$ cat config.mk
export PLATFORM = sky130hd
export DESIGN_NAME = dvi_timing_ctrl
export DESIGN_NICKNAME = d
export VERILOG_FILES = /design/src/rtl/dvi_timing_pkg.sv /design/src/rtl/dvi_timing_axis.sv /design/src/rtl/dvi_timing_ctrl.sv
export SDC_FILE = /design/constraint.sdc
export NUM_CORES = 1
export LEC_CHECK = 0
export CELL_PAD_IN_SITES_DETAIL_PLACEMENT = 2
export CELL_PAD_IN_SITES_GLOBAL_PLACEMENT = 2
export CORE_MARGIN = 5
export CORE_UTILIZATION = 31
export CTS_CLUSTER_DIAMETER = 40
export DETAILED_ROUTE_END_ITERATION = 10
export PLACE_DENSITY_LB_ADDON = 0.1
export SLEW_MARGIN = 10
export SYNTH_ARGS = -nofsm -noshare
export SYNTH_HDL_FRONTEND = slang
export SYNTH_SLANG_ARGS = --single-unit
$ cat constraint.sdc
create_clock -name clk -period 5.5 [get_ports clk]
set_input_delay 0.55 -clock clk [delete_from_list [all_inputs] [get_ports clk]]
set_output_delay 0.55 -clock clk [all_outputs]
set_load 0.1 [all_outputs]
$ cat src/rtl/dvi_timing_pkg.sv
// Shared definitions for the DVI timing sequencer and its encoder companions.
// Holds the phase encoding, the DVI control-period codewords and the colour-bar palette
// used when the DVI_TIMING_CTRL_TESTPAT_EN build option is defined.
package dvi_timing_pkg;

    // Phase of one timing axis (horizontal in clocks, vertical in lines).
    typedef enum logic [1:0] {
        PH_ACT  = 2'd0,
        PH_FP   = 2'd1,
        PH_SYNC = 2'd2,
        PH_BP   = 2'd3
    } phase_e;

    // TMDS control-period codewords indexed by {C1,C0}.
    localparam logic [9:0] CTRL_TOKEN_00 = 10'b1101010100;
    localparam logic [9:0] CTRL_TOKEN_01 = 10'b0010101011;
    localparam logic [9:0] CTRL_TOKEN_10 = 10'b0101010100;
    localparam logic [9:0] CTRL_TOKEN_11 = 10'b1010101011;

    // Colour-bar palette, packed {R,G,B}.
    localparam logic [23:0] BAR_WHITE   = 24'hFF_FF_FF;
    localparam logic [23:0] BAR_YELLOW  = 24'hFF_FF_00;
    localparam logic [23:0] BAR_CYAN    = 24'h00_FF_FF;
    localparam logic [23:0] BAR_GREEN   = 24'h00_FF_00;
    localparam logic [23:0] BAR_MAGENTA = 24'hFF_00_FF;
    localparam logic [23:0] BAR_RED     = 24'hFF_00_00;
    localparam logic [23:0] BAR_BLUE    = 24'h00_00_FF;
    localparam logic [23:0] BAR_BLACK   = 24'h00_00_00;
    localparam int unsigned NUM_BARS    = 8;

    function automatic logic [9:0] ctrl_token(input logic [1:0] c1c0);
        logic [9:0] tok;
        unique case (c1c0)
            2'b00:   tok = CTRL_TOKEN_00;
            2'b01:   tok = CTRL_TOKEN_01;
            2'b10:   tok = CTRL_TOKEN_10;
            default: tok = CTRL_TOKEN_11;
        endcase
        return tok;
    endfunction

    function automatic logic [23:0] bar_rgb(input logic [2:0] idx);
        logic [23:0] rgb;
        unique case (idx)
            3'd0:    rgb = BAR_WHITE;
            3'd1:    rgb = BAR_YELLOW;
            3'd2:    rgb = BAR_CYAN;
            3'd3:    rgb = BAR_GREEN;
            3'd4:    rgb = BAR_MAGENTA;
            3'd5:    rgb = BAR_RED;
            3'd6:    rgb = BAR_BLUE;
            default: rgb = BAR_BLACK;
        endcase
        return rgb;
    endfunction

    function automatic phase_e next_phase(input phase_e ph);
        phase_e nxt;
        unique case (ph)
            PH_ACT:  nxt = PH_FP;
            PH_FP:   nxt = PH_SYNC;
            PH_SYNC: nxt = PH_BP;
            default: nxt = PH_ACT;
        endcase
        return nxt;
    endfunction

    // Counter width able to hold the longest phase length.
    function automatic int unsigned cnt_width(input int unsigned a, input int unsigned b,
                                              input int unsigned c, input int unsigned d);
        int unsigned m;
        m = a;
        if (b > m) m = b;
        if (c > m) m = c;
        if (d > m) m = d;
        return $clog2(m + 1);
    endfunction

endpackage

$ cat src/rtl/dvi_timing_axis.sv
// One timing axis: ACT -> FP -> SYNC -> BP phase FSM with a per-phase counter.
// Used once for the horizontal axis (advance every clock) and once for the vertical axis
// (advance on the last clock of each line). 'last' flags the final count of BP.
module dvi_timing_axis
    import dvi_timing_pkg::*;
#(
    parameter int unsigned LEN_ACT  = 640,
    parameter int unsigned LEN_FP   = 16,
    parameter int unsigned LEN_SYNC = 96,
    parameter int unsigned LEN_BP   = 48,
    parameter int unsigned CW       = cnt_width(LEN_ACT, LEN_FP, LEN_SYNC, LEN_BP)
) (
    input  logic          clk,
    input  logic          reset,
    input  logic          hold,
    input  logic          advance,
    output phase_e        phase,
    output logic [CW-1:0] count,
    output logic          last
);

    phase_e        phase_q, phase_d;
    logic [CW-1:0] count_q, count_d;
    logic [CW-1:0] len_m1;
    logic          end_of_phase;

    // Next-state: hold parks the axis at (ACT,0); otherwise step the phase counter.
    always_comb begin
        phase_d = phase_q;
        count_d = count_q;
        unique case (phase_q)
            PH_ACT:  len_m1 = CW'(LEN_ACT - 1);
            PH_FP:   len_m1 = CW'(LEN_FP - 1);
            PH_SYNC: len_m1 = CW'(LEN_SYNC - 1);
            default: len_m1 = CW'(LEN_BP - 1);
        endcase
        end_of_phase = (count_q == len_m1);
        last         = ~hold & advance & end_of_phase & (phase_q == PH_BP);
        if (hold) begin
            phase_d = PH_ACT;
            count_d = '0;
        end else if (advance) begin
            if (end_of_phase) begin
                phase_d = next_phase(phase_q);
                count_d = '0;
            end else begin
                count_d = count_q + 1'b1;
            end
        end
    end

    // Phase and counter registers.
    always_ff @(posedge clk) begin
        if (reset) begin
            phase_q <= PH_ACT;
            count_q <= '0;
        end else begin
            phase_q <= phase_d;
            count_q <= count_d;
        end
    end

    assign phase = phase_q;
    assign count = count_q;

endmodule

$ cat src/rtl/dvi_timing_ctrl.sv
// Video timing sequencer feeding three dvi_encoder channels (ch0=B, ch1=G, ch2=R).
// The H/V axis state is the T0 stage; pixels are registered one cycle later (T1) and the
// DE/HSYNC/VSYNC controls trail by 1+DATA_LEAD cycles so D leads them into the encoders.
// Build option DVI_TIMING_CTRL_TESTPAT_EN adds input testpat_sel selecting internal colour bars.
module dvi_timing_ctrl
    import dvi_timing_pkg::*;
#(
    parameter int unsigned H_ACTIVE  = 640,
    parameter int unsigned H_FP      = 16,
    parameter int unsigned H_SYNC    = 96,
    parameter int unsigned H_BP      = 48,
    parameter int unsigned V_ACTIVE  = 480,
    parameter int unsigned V_FP      = 10,
    parameter int unsigned V_SYNC    = 2,
    parameter int unsigned V_BP      = 33,
    parameter bit          HS_POL    = 1'b0,
    parameter bit          VS_POL    = 1'b0,
    parameter int unsigned DATA_LEAD = 2
) (
    input  logic        clk,
    input  logic        reset,
    input  logic        enable,
    input  logic [23:0] pix_data,
    input  logic        pix_valid,
    input  logic        underflow_clr,
`ifdef DVI_TIMING_CTRL_TESTPAT_EN
    input  logic        testpat_sel,
`endif
    output logic        pix_ready,
    output logic [7:0]  enc_d0,
    output logic [7:0]  enc_d1,
    output logic [7:0]  enc_d2,
    output logic        enc_c0,
    output logic        enc_c1,
    output logic        enc_de,
    output logic        frame_start,
    output logic        underflow
);

    localparam int unsigned HCW = cnt_width(H_ACTIVE, H_FP, H_SYNC, H_BP);
    localparam int unsigned VCW = cnt_width(V_ACTIVE, V_FP, V_SYNC, V_BP);
    localparam int unsigned DL  = DATA_LEAD + 1;

    phase_e           h_phase, v_phase;
    logic [HCW-1:0]   h_count;
    logic [VCW-1:0]   v_count;
    logic             h_last, v_last;
    logic             hold;

    logic             run, de_t0, tp_on;
    logic             de_in, hs_in, vs_in;
    logic [23:0]      pix_d, pix_q;
    logic             uf_d, uf_q;
    logic [DL-1:0]    de_sr_d, de_sr_q;
    logic [DL-1:0]    hs_sr_d, hs_sr_q;
    logic [DL-1:0]    vs_sr_d, vs_sr_q;
    logic             unused_v_last;

    assign hold          = ~enable;
    assign unused_v_last = v_last;

    dvi_timing_axis #(
        .LEN_ACT  (H_ACTIVE),
        .LEN_FP   (H_FP),
        .LEN_SYNC (H_SYNC),
        .LEN_BP   (H_BP),
        .CW       (HCW)
    ) u_h_axis (
        .clk     (clk),
        .reset   (reset),
        .hold    (hold),
        .advance (1'b1),
        .phase   (h_phase),
        .count   (h_count),
        .last    (h_last)
    );

    dvi_timing_axis #(
        .LEN_ACT  (V_ACTIVE),
        .LEN_FP   (V_FP),
        .LEN_SYNC (V_SYNC),
        .LEN_BP   (V_BP),
        .CW       (VCW)
    ) u_v_axis (
        .clk     (clk),
        .reset   (reset),
        .hold    (hold),
        .advance (h_last),
        .phase   (v_phase),
        .count   (v_count),
        .last    (v_last)
    );

`ifdef DVI_TIMING_CTRL_TESTPAT_EN
    localparam int unsigned BAR_W = (H_ACTIVE >= NUM_BARS) ? H_ACTIVE / NUM_BARS : 1;
    logic [2:0] bar_idx;

    // Bar index from the horizontal position; the last bar absorbs any remainder.
    always_comb begin
        bar_idx = 3'd7;
        if ((32'(h_count) / BAR_W) < 32'd7) bar_idx = 3'(32'(h_count) / BAR_W);
    end
    assign tp_on = testpat_sel;
`else
    assign tp_on = 1'b0;
`endif

    // T0 decode: timing values entering the control delay lines and the pixel handshake.
    always_comb begin
        // Reset is gated in so nothing is requested or flagged while it is held.
        run         = enable & ~reset;
        de_t0       = (h_phase == PH_ACT) && (v_phase == PH_ACT);
        de_in       = de_t0 & run;
        hs_in       = (run && h_phase == PH_SYNC) ? HS_POL : ~HS_POL;
        vs_in       = (run && v_phase == PH_SYNC) ? VS_POL : ~VS_POL;
        pix_ready   = de_t0 & run & ~tp_on;
        frame_start = de_in & (h_count == '0) & (v_count == '0);
    end

    // Pixel stage and sticky underflow; a starved pixel is sent as black.
    always_comb begin
        pix_d = '0;
        if (pix_ready && pix_valid) begin
            pix_d = pix_data;
        end
`ifdef DVI_TIMING_CTRL_TESTPAT_EN
        else if (tp_on && de_in) begin
            pix_d = bar_rgb(bar_idx);
        end
`endif
        uf_d = uf_q;
        if (pix_ready && !pix_valid) begin
            uf_d = 1'b1;
        end else if (underflow_clr) begin
            uf_d = 1'b0;
        end
    end

    // Control delay lines: stage 0 takes T0, output is the oldest stage.
    always_comb begin
        de_sr_d    = de_sr_q;
        hs_sr_d    = hs_sr_q;
        vs_sr_d    = vs_sr_q;
        de_sr_d[0] = de_in;
        hs_sr_d[0] = hs_in;
        vs_sr_d[0] = vs_in;
        for (int i = 1; i < DL; i++) begin
            de_sr_d[i] = de_sr_q[i-1];
            hs_sr_d[i] = hs_sr_q[i-1];
            vs_sr_d[i] = vs_sr_q[i-1];
        end
    end

    // Output registers; reset flushes the delay lines to the blank state.
    always_ff @(posedge clk) begin
        if (reset) begin
            pix_q   <= '0;
            uf_q    <= 1'b0;
            de_sr_q <= '0;
            hs_sr_q <= {DL{~HS_POL}};
            vs_sr_q <= {DL{~VS_POL}};
        end else begin
            pix_q   <= pix_d;
            uf_q    <= uf_d;
            de_sr_q <= de_sr_d;
            hs_sr_q <= hs_sr_d;
            vs_sr_q <= vs_sr_d;
        end
    end

    assign enc_d0    = pix_q[7:0];
    assign enc_d1    = pix_q[15:8];
    assign enc_d2    = pix_q[23:16];
    assign enc_de    = de_sr_q[DL-1];
    assign enc_c0    = hs_sr_q[DL-1];
    assign enc_c1    = vs_sr_q[DL-1];
    assign underflow = uf_q;

endmodule
==> results of run 1 <==
power groups by stage:
stage	Clock, µW	Sequential [µW]	Combinational [µW]
6_report	437	422	96.0
5_1_grt	477	422	100
4_1_cts	454	422	97.2
3_5_place_dp	0	431	95.9
3_3_place_gp	0	431	94.7
2_1_floorplan	0	469	19.7
path summary, 6_finish.rpt:
check,end,slack (ps),cells past startpoint
hold reg to reg,vs_sr_q[2]$_SDFF_PP1_,410,1
setup reg to reg,u_v_axis.phase[0]$_SDFFE_PP0P_,2960,7
setup / recovery,pix_ready,2110,5
hold / removal,vs_sr_q[2]$_SDFF_PP1_,410,1
cells by family (layout without fill, tap and decap cells):
logic type      after synthesis  count (layout)  synth area share (%)
buf+inv                      23              86                  3.86
flops                        57              57                  50.3
simple gates                127             127                  30.3
xor+xnor                     10              10                  3.86
mux                           2               2                 0.937
compound gates               17              17                  4.19
fa+ha+maj                    12              12                  6.62
cell usage after synthesis, types with 3 or more instances:
master    count  area (µm²)
a21oi_1       5        25.0
a31oi_1       4        25.0
and3_1       28         175
clkbuf_1     12        45.0
dfxtp_1      57        1140
ha_1         12         150
inv_1        10        37.5
nand2_1      19        71.3
nand2b_1      3        18.8
nand3_1      20         100
nand3b_1      3        22.5
nand4_1       4        25.0
nor2_1       18        67.6
nor2b_1       3        18.8
nor3_1        5        25.0
nor4_1        4        25.0
o21ai_0       4        20.0
or2_2         6        37.5
or3_1         7        43.8
xnor2_1       4        35.0
xor2_1        6        52.6
flip-flops by register name, indices dropped and copies added (netlist names):
name and flops:
u_v_axis.count 9, u_v_axis.phase 2, u_h_axis.count 10, vs_sr_q 3, hs_sr_q 3, pix_q 24, underflow 1, u_h_axis.phase 2
de_sr_q 3
metrics by stage:
step,power (µW),worst slack (ps),hold WS (ps)
2_1_floorplan,488,928,389
3_3_place_gp,525,2160,392
3_5_place_dp,527,2110,397
4_1_cts,973,2080,413
5_1_grt,1000,1990,437
6_report,955,2110,408
area by class of cell:
| cell class | count | area [µm²] |
|---|---|---|
| Multi-Input combinational cell | 168 | 1040 |
| Fill cell | 783 | 4020 |
| Sequential cell | 57 | 1140 |
| Timing Repair Buffer | 60 | 593 |
| Clock inverter | 5 | 78.8 |
| Clock buffer | 11 | 141 |
| Inverter | 10 | 37.5 |
| Tap cell | 99 | 124 |
metal layers:
metal | wire (µm) | vias to the layer above | GRT usage (%)
li1 | - | 962 | -
met1 | 2990 | 941 | 18.2
met2 | 2980 | 50 | 25.3
met3 | 450 | 10 | 4.58
met4 | 96 | 0 | 5.69
met5 | 0 | - | 0
worst register-to-register path, stage by stage, from the launching register on:
cell	delay [ps]
dfxtp_1	400
inv_1	100
ha_1	330
xor2_1	160
o211ai_1	190
or3_1	630
nor2_1	280
mux2_2	360
==> impl_results.md, run 1 <==
* Avg WL per Cell at 15.9 µm
* Nets at 347
* Crit path launch: reset
* First-pass GRT wire length at 10500 µm
* Initial antenna violation count at 0
* Unrepaired setup endpoints after global routing: no
* Die X at 95.6 µm
* Synthesized Nets at 289
* DP Cell Count at 394
* Crit path time final at 3390 ps
* Maximum clock insertion buffer count at 2
* RD Place Congestion at 0.702
* Die ar. at 9130 µm²
* Combinational share of power at 10.1%
* Commonest non-fill, non-tap cells in the layout: 57 x dfxtp_1, 57 x clkdlybuf4s50_1, 28 x and3_1, 20 x nand3_1, 19 x nand2_1
* Syn avg cell area at 9.15 µm²
* CTS tree: yes
* Fmax at 295 MHz
* Htree depth at 3
* Clock Sink Count at 57
* Tot GR Track Use at 15.2%
* Asr flop ratio synth at 0%
* Core ar. at 7180 µm²
* CP Max Fanout at 13
* Max_cap viols at 0
* Post-route design area at 3160 µm²
* Starting Density at 31.6%
* Maximum vdd ir drop at 0.123 mV
* Fraction of layout cells with a size suffix above 1 at 8.36%
* Worst-margin pin slew at 1100 ps
* DR vias/cell at 4.79
* Yosys reg bits at 57
* Setup TNS at 0 ps
* Cell variety after synth at 32
* YS warnings at 0
* Hold-fix buffers, CTS at 0
* DRC at 0
* Slew Viols, Final at 0
* Slew headroom at 26.7%
* Pwr dens at 302 nW/µm²
* Static leakage at 0.00123 µW
* Post-synthesis cell area at 2270 µm²
* Most used cell, CP: clkdlybuf4s50_1
* Routed Antenna Nets at 0
* Status: completed
* Fraction of the cycle the final worst path needs at 61.7%
* Placed Area at 2940 µm²
* Critical Path Sink Type: output pin
* Crit path buf inv count at 3
* Synth-to-layout area growth at 39.1%
* Post-synth EDFFs at 0
* HP Class: reg -> reg
* TritonCTS buffer count at 9
* Router iterations before antenna repair at 4
* CP peak stage delay at 1170 ps
* Post-Synthesis Cells at 248
* CP Data Arrival Time at 2840 ps
* Via count at 1963
* Post-detail-place hpwl at 4510 µm
* Cells along the critical path: clkdlybuf4s50_1 -> nor2b_1 -> buf_4 -> and3_1 -> clkdlybuf4s50_1
* Post-Route WL at 6520 µm
* Seq/Total Area, Yosys at 50.3%
* DIE HEIGHT at 95.6 µm
* Family with the most delay on the worst path: buffers and inverters
* Synth Flop Type: dfxtp_1
* Sw frac at 24.7%
* Clock power frac at 45.8%
* Root buffer cell: clkbuf_8
* Post-CTS Resized at 0
* Clock Skews at 12.0 ps
* Fraction of power consumed by sequential logic at 44.2%
* Final number of setup-violating endpoints at 0
* Number of global-route vias before repair at 2079
* Setup bufs post-CTS at 0
* Switching power at 236 µW
* Setup crit start kind: input port
* Non-Filler Instances at 410
* Iteration-0 DRC count of the detailed router at 33
* Post-layout util at 44.0%
* Worst Hold Launch: vs_sr_q[1]$_SDFF_PP1_
* Port Buffers at 58
* Worst r2r src: u_h_axis.phase[0]$_SDFFE_PP0N_
* Grt ovf at 0
* WP data required at 4950 ps
* WS Path Type: in -> out
* Antenna Cells at 0
* Worst-path clk slew at 70 ps
* Final Hold Fails at 0
* Largest net degree at the start of global routing at 27
* Internal power at 719 µW
* Row count at 31
* Clock Latency Late Sink at 340 ps
* Slowest cell on the critical path: clkdlybuf4s50_1
* # IOs at 59
No activity file was read; power rests on OpenSTA's default activity.
==> inputs of run 2 (changes only) <==
CORE_UTILIZATION = 26   (was 31)
clock period = 2.8 ns   (was 5.5 ns; I/O delays follow)
==> run 2 against run 1 <==
Power rose by 86%. Register-to-register slack got worse by 2600 ps. Core utilization fell by 7.3 points. Flip-flop and latch count did not move. Clock power rose by 72%. Combinational power rose by 100%. Largest power group is now registers.
==> impl_results.md, run 2 (synthesis gave the netlist of run 1 again) <==
* Clock Latency Late Sink at 330 ps (about the same)
* Worst-margin pin slew at 701 ps (-398 ps)
* Clock power frac at 42.4% (-3.4 points)
* FF-to-FF End: u_v_axis.phase[0]$_SDFFE_PP0P_
* CP peak stage delay at 400 ps (-770 ps)
* Fraction of power consumed by sequential logic at 46.7% (+2.5 points)
* DRC at 0 (unchanged)
* TritonCTS buffer count at 9 (unchanged)
* Row count at 34 (+9.7%)
* DIE HEIGHT at 103 µm (+8.2%)
* WP data required at 3020 ps (-1930 ps)
* Port Buffers at 58 (unchanged)
* Htree depth at 3 (unchanged)
* Die ar. at 10700 µm² (+17%)
* Post-CTS Resized at 0 (unchanged)
* Initial antenna violation count at 0 (unchanged)
* Maximum clock insertion buffer count at 2 (unchanged)
* Grt ovf at 0 (unchanged)
* Combinational share of power at 10.9% (+0.8 points)
* Hold WS at 411 ps (+3.03 ps)
* DR vias/cell at 4.72 (-1.4%)
* WS Path Type: reg -> reg
* Power, Total at 1770 µW (+86%)
* Die X at 103 µm (+8.2%)
* Post-Route WL at 6600 µm (+1.2%)
* Status: completed
* Static leakage at 0.00131 µW (+6.1%)
* Number of fillers in the final layout at 981 (+25%)
* Number of global-route vias before repair at 2135 (+2.7%)
* Nets at 354 (+2.0%)
* Hold-fix buffers, CTS at 0 (unchanged)
* Antenna Cells at 0 (unchanged)
* Switching power at 460 µW (+95%)
* Routed Antenna Nets at 0 (unchanged)
* Setup bufs post-CTS at 0 (unchanged)
* Final Hold Fails at 0 (unchanged)
* Clock Skews at 6.96 ps (-5.05 ps)
* Root buffer cell: clkbuf_8
* Fraction of the cycle the final worst path needs at 87.3%
* Cells along the critical path: inv_1 -> ha_1 -> xor2_1 -> o211ai_1 -> or3_1 -> buf_4 -> nor2_1 -> mux2_2
* Worst Hold Endpoint: vs_sr_q[1]$_SDFF_PP1_
* Pwr dens at 562 nW/µm² (+86%)
* Starting Density at 26.4% (-5.2 points)
* Register name with the most flops: pix_q
* Critical Path Sink Type: register
* Slew headroom at 53.1% (+26 points)
* Tot GR Track Use at 13.0% (-2.1 points)
* Setup TNS at 0 ps (unchanged)
* Unrepaired setup endpoints after global routing: no
* Commonest non-fill, non-tap cell in the layout: dfxtp_1
* CP Max Fanout at 17 (+4)
* Fmax at 409 MHz
* Largest net degree at the start of global routing at 27 (unchanged)
* Max_cap viols at 0 (unchanged)
* # IOs at 59 (unchanged)
* Router iterations before antenna repair at 4 (unchanged)
* Internal power at 1310 µW (+83%)
* CTS tree: yes
* Worst r2r src: u_h_axis.phase[0]$_SDFFE_PP0N_
* RD Place Congestion at 0.701 (-0.14%)
* Worst reg2reg path depth at 8 (+1)
* Setup crit start kind: register
* Core ar. at 8590 µm² (+20%)
* First-pass GRT wire length at 10600 µm (+0.93%)
* Crit path time final at 2440 ps
* Fraction of layout cells with a size suffix above 1 at 19.6% (+11 points)
* Maximum vdd ir drop at 0.238 mV (+94%)
* HP Class: reg -> reg
* Hold depth at 1 (unchanged)
* Commonest non-fill, non-tap cells in the layout: 57 x dfxtp_1, 37 x buf_4, 28 x and3_1, 28 x clkdlybuf4s50_1, 20 x nand3_1
* Avg WL per Cell at 15.6 µm (-2.1%)
* Worst Hold Launch: vs_sr_q[0]$_SDFF_PP1_
* Worst-path clk slew at 70 ps (about the same)
* Internal reg-to-reg setup slack at 360 ps (-2600 ps)
* Final number of setup-violating endpoints at 0 (unchanged)
* Slew Viols, Final at 0 (unchanged)
* Clock Sink Count at 57 (unchanged)
* Iteration-0 DRC count of the detailed router at 44 (+33%)
* Via count at 2001 (+1.9%)
* Synth-to-layout area growth at 38.8%
* Max FFs per register at 24 (unchanged)
* Slowest cell on the critical path: or3_1
* Sw frac at 25.9% (+1.2 points)
* Crit path launch: u_h_axis.phase[0]$_SDFFE_PP0N_
* CP Data Arrival Time at 2670 ps (-170 ps)
* Post-detail-place hpwl at 4780 µm (+6.1%)
## run 2: cell types whose count changed in the layout (fill, tap and decap cells not counted)
cell,delta
buf_12,+2
buf_4,+34
bufinv_16,-1
clkbuf_1,-1
clkdlybuf4s50_1,-29
clkinv_2,+1
clkinv_4,-1
nor4_1,-1
nor4_4,+1
## run 2: metrics by stage
stage	cells	util [%]	area [µm²]	setup WS, ps
2_1_floorplan	248	-	2280	389
3_3_place_gp	410	34.5	2970	459
3_5_place_dp	410	34.5	2970	336
4_1_cts	424	36.7	3150	300
5_1_grt	424	36.7	3150	145
6_report	424	36.7	3150	355
## run 2: power groups by stage
stage	combinational [µW]	sequential, µW	clock (µW)
2_1_floorplan	39.8	920	0
3_3_place_gp	194	846	0
3_5_place_dp	195	847	0
4_1_cts	196	828	789
5_1_grt	203	829	814
6_report	193	828	751
## run 2: layer usage
layer  GRT usage, %  wire length [µm]  up-vias
li1               -                 -      979
met1           15.9              3120      958
met2           21.4              2900       56
met3           3.29               482        8
met4           6.27                93        0
met5              0                 0        -
## run 2: area by class of cell
type | count | area, µm² | area share (%)
multi-input combinational | 168 | 1060 | 33.5
tap | 108 | 135 | 4.29
sequential | 57 | 1140 | 36.2
clock inverter | 4 | 45.0 | 1.43
timing repair buffer | 67 | 598 | 19.0
inverter | 10 | 37.5 | 1.19
clock buffer | 10 | 138 | 4.37
## run 2: worst max-delay path by stage
stage | endpoint | slack, ps
finish | u_v_axis.phase[0]$_SDFFE_PP0P_ | 360
global route | u_v_axis.phase[0]$_SDFFE_PP0P_ | 150
CTS | u_v_axis.phase[0]$_SDFFE_PP0P_ | 300
detailed placement | u_v_axis.phase[0]$_SDFFE_PP0P_ | 340
global placement | u_v_axis.phase[0]$_SDFFE_PP0P_ | 460
floorplan | frame_start | 390
## run 2: worst max-delay path: cells and delay by family (launching register included)
kind                     cells  cell delay [ps]
flip-flops                   1              390
multiplexers                 1              360
XOR/XNOR                     1              160
buffers and inverters        2              300
adder cells (fa/ha/maj)      1              330
AND/OR/NAND/NOR              2              590
AO/OA/AOI/OAI                1              200
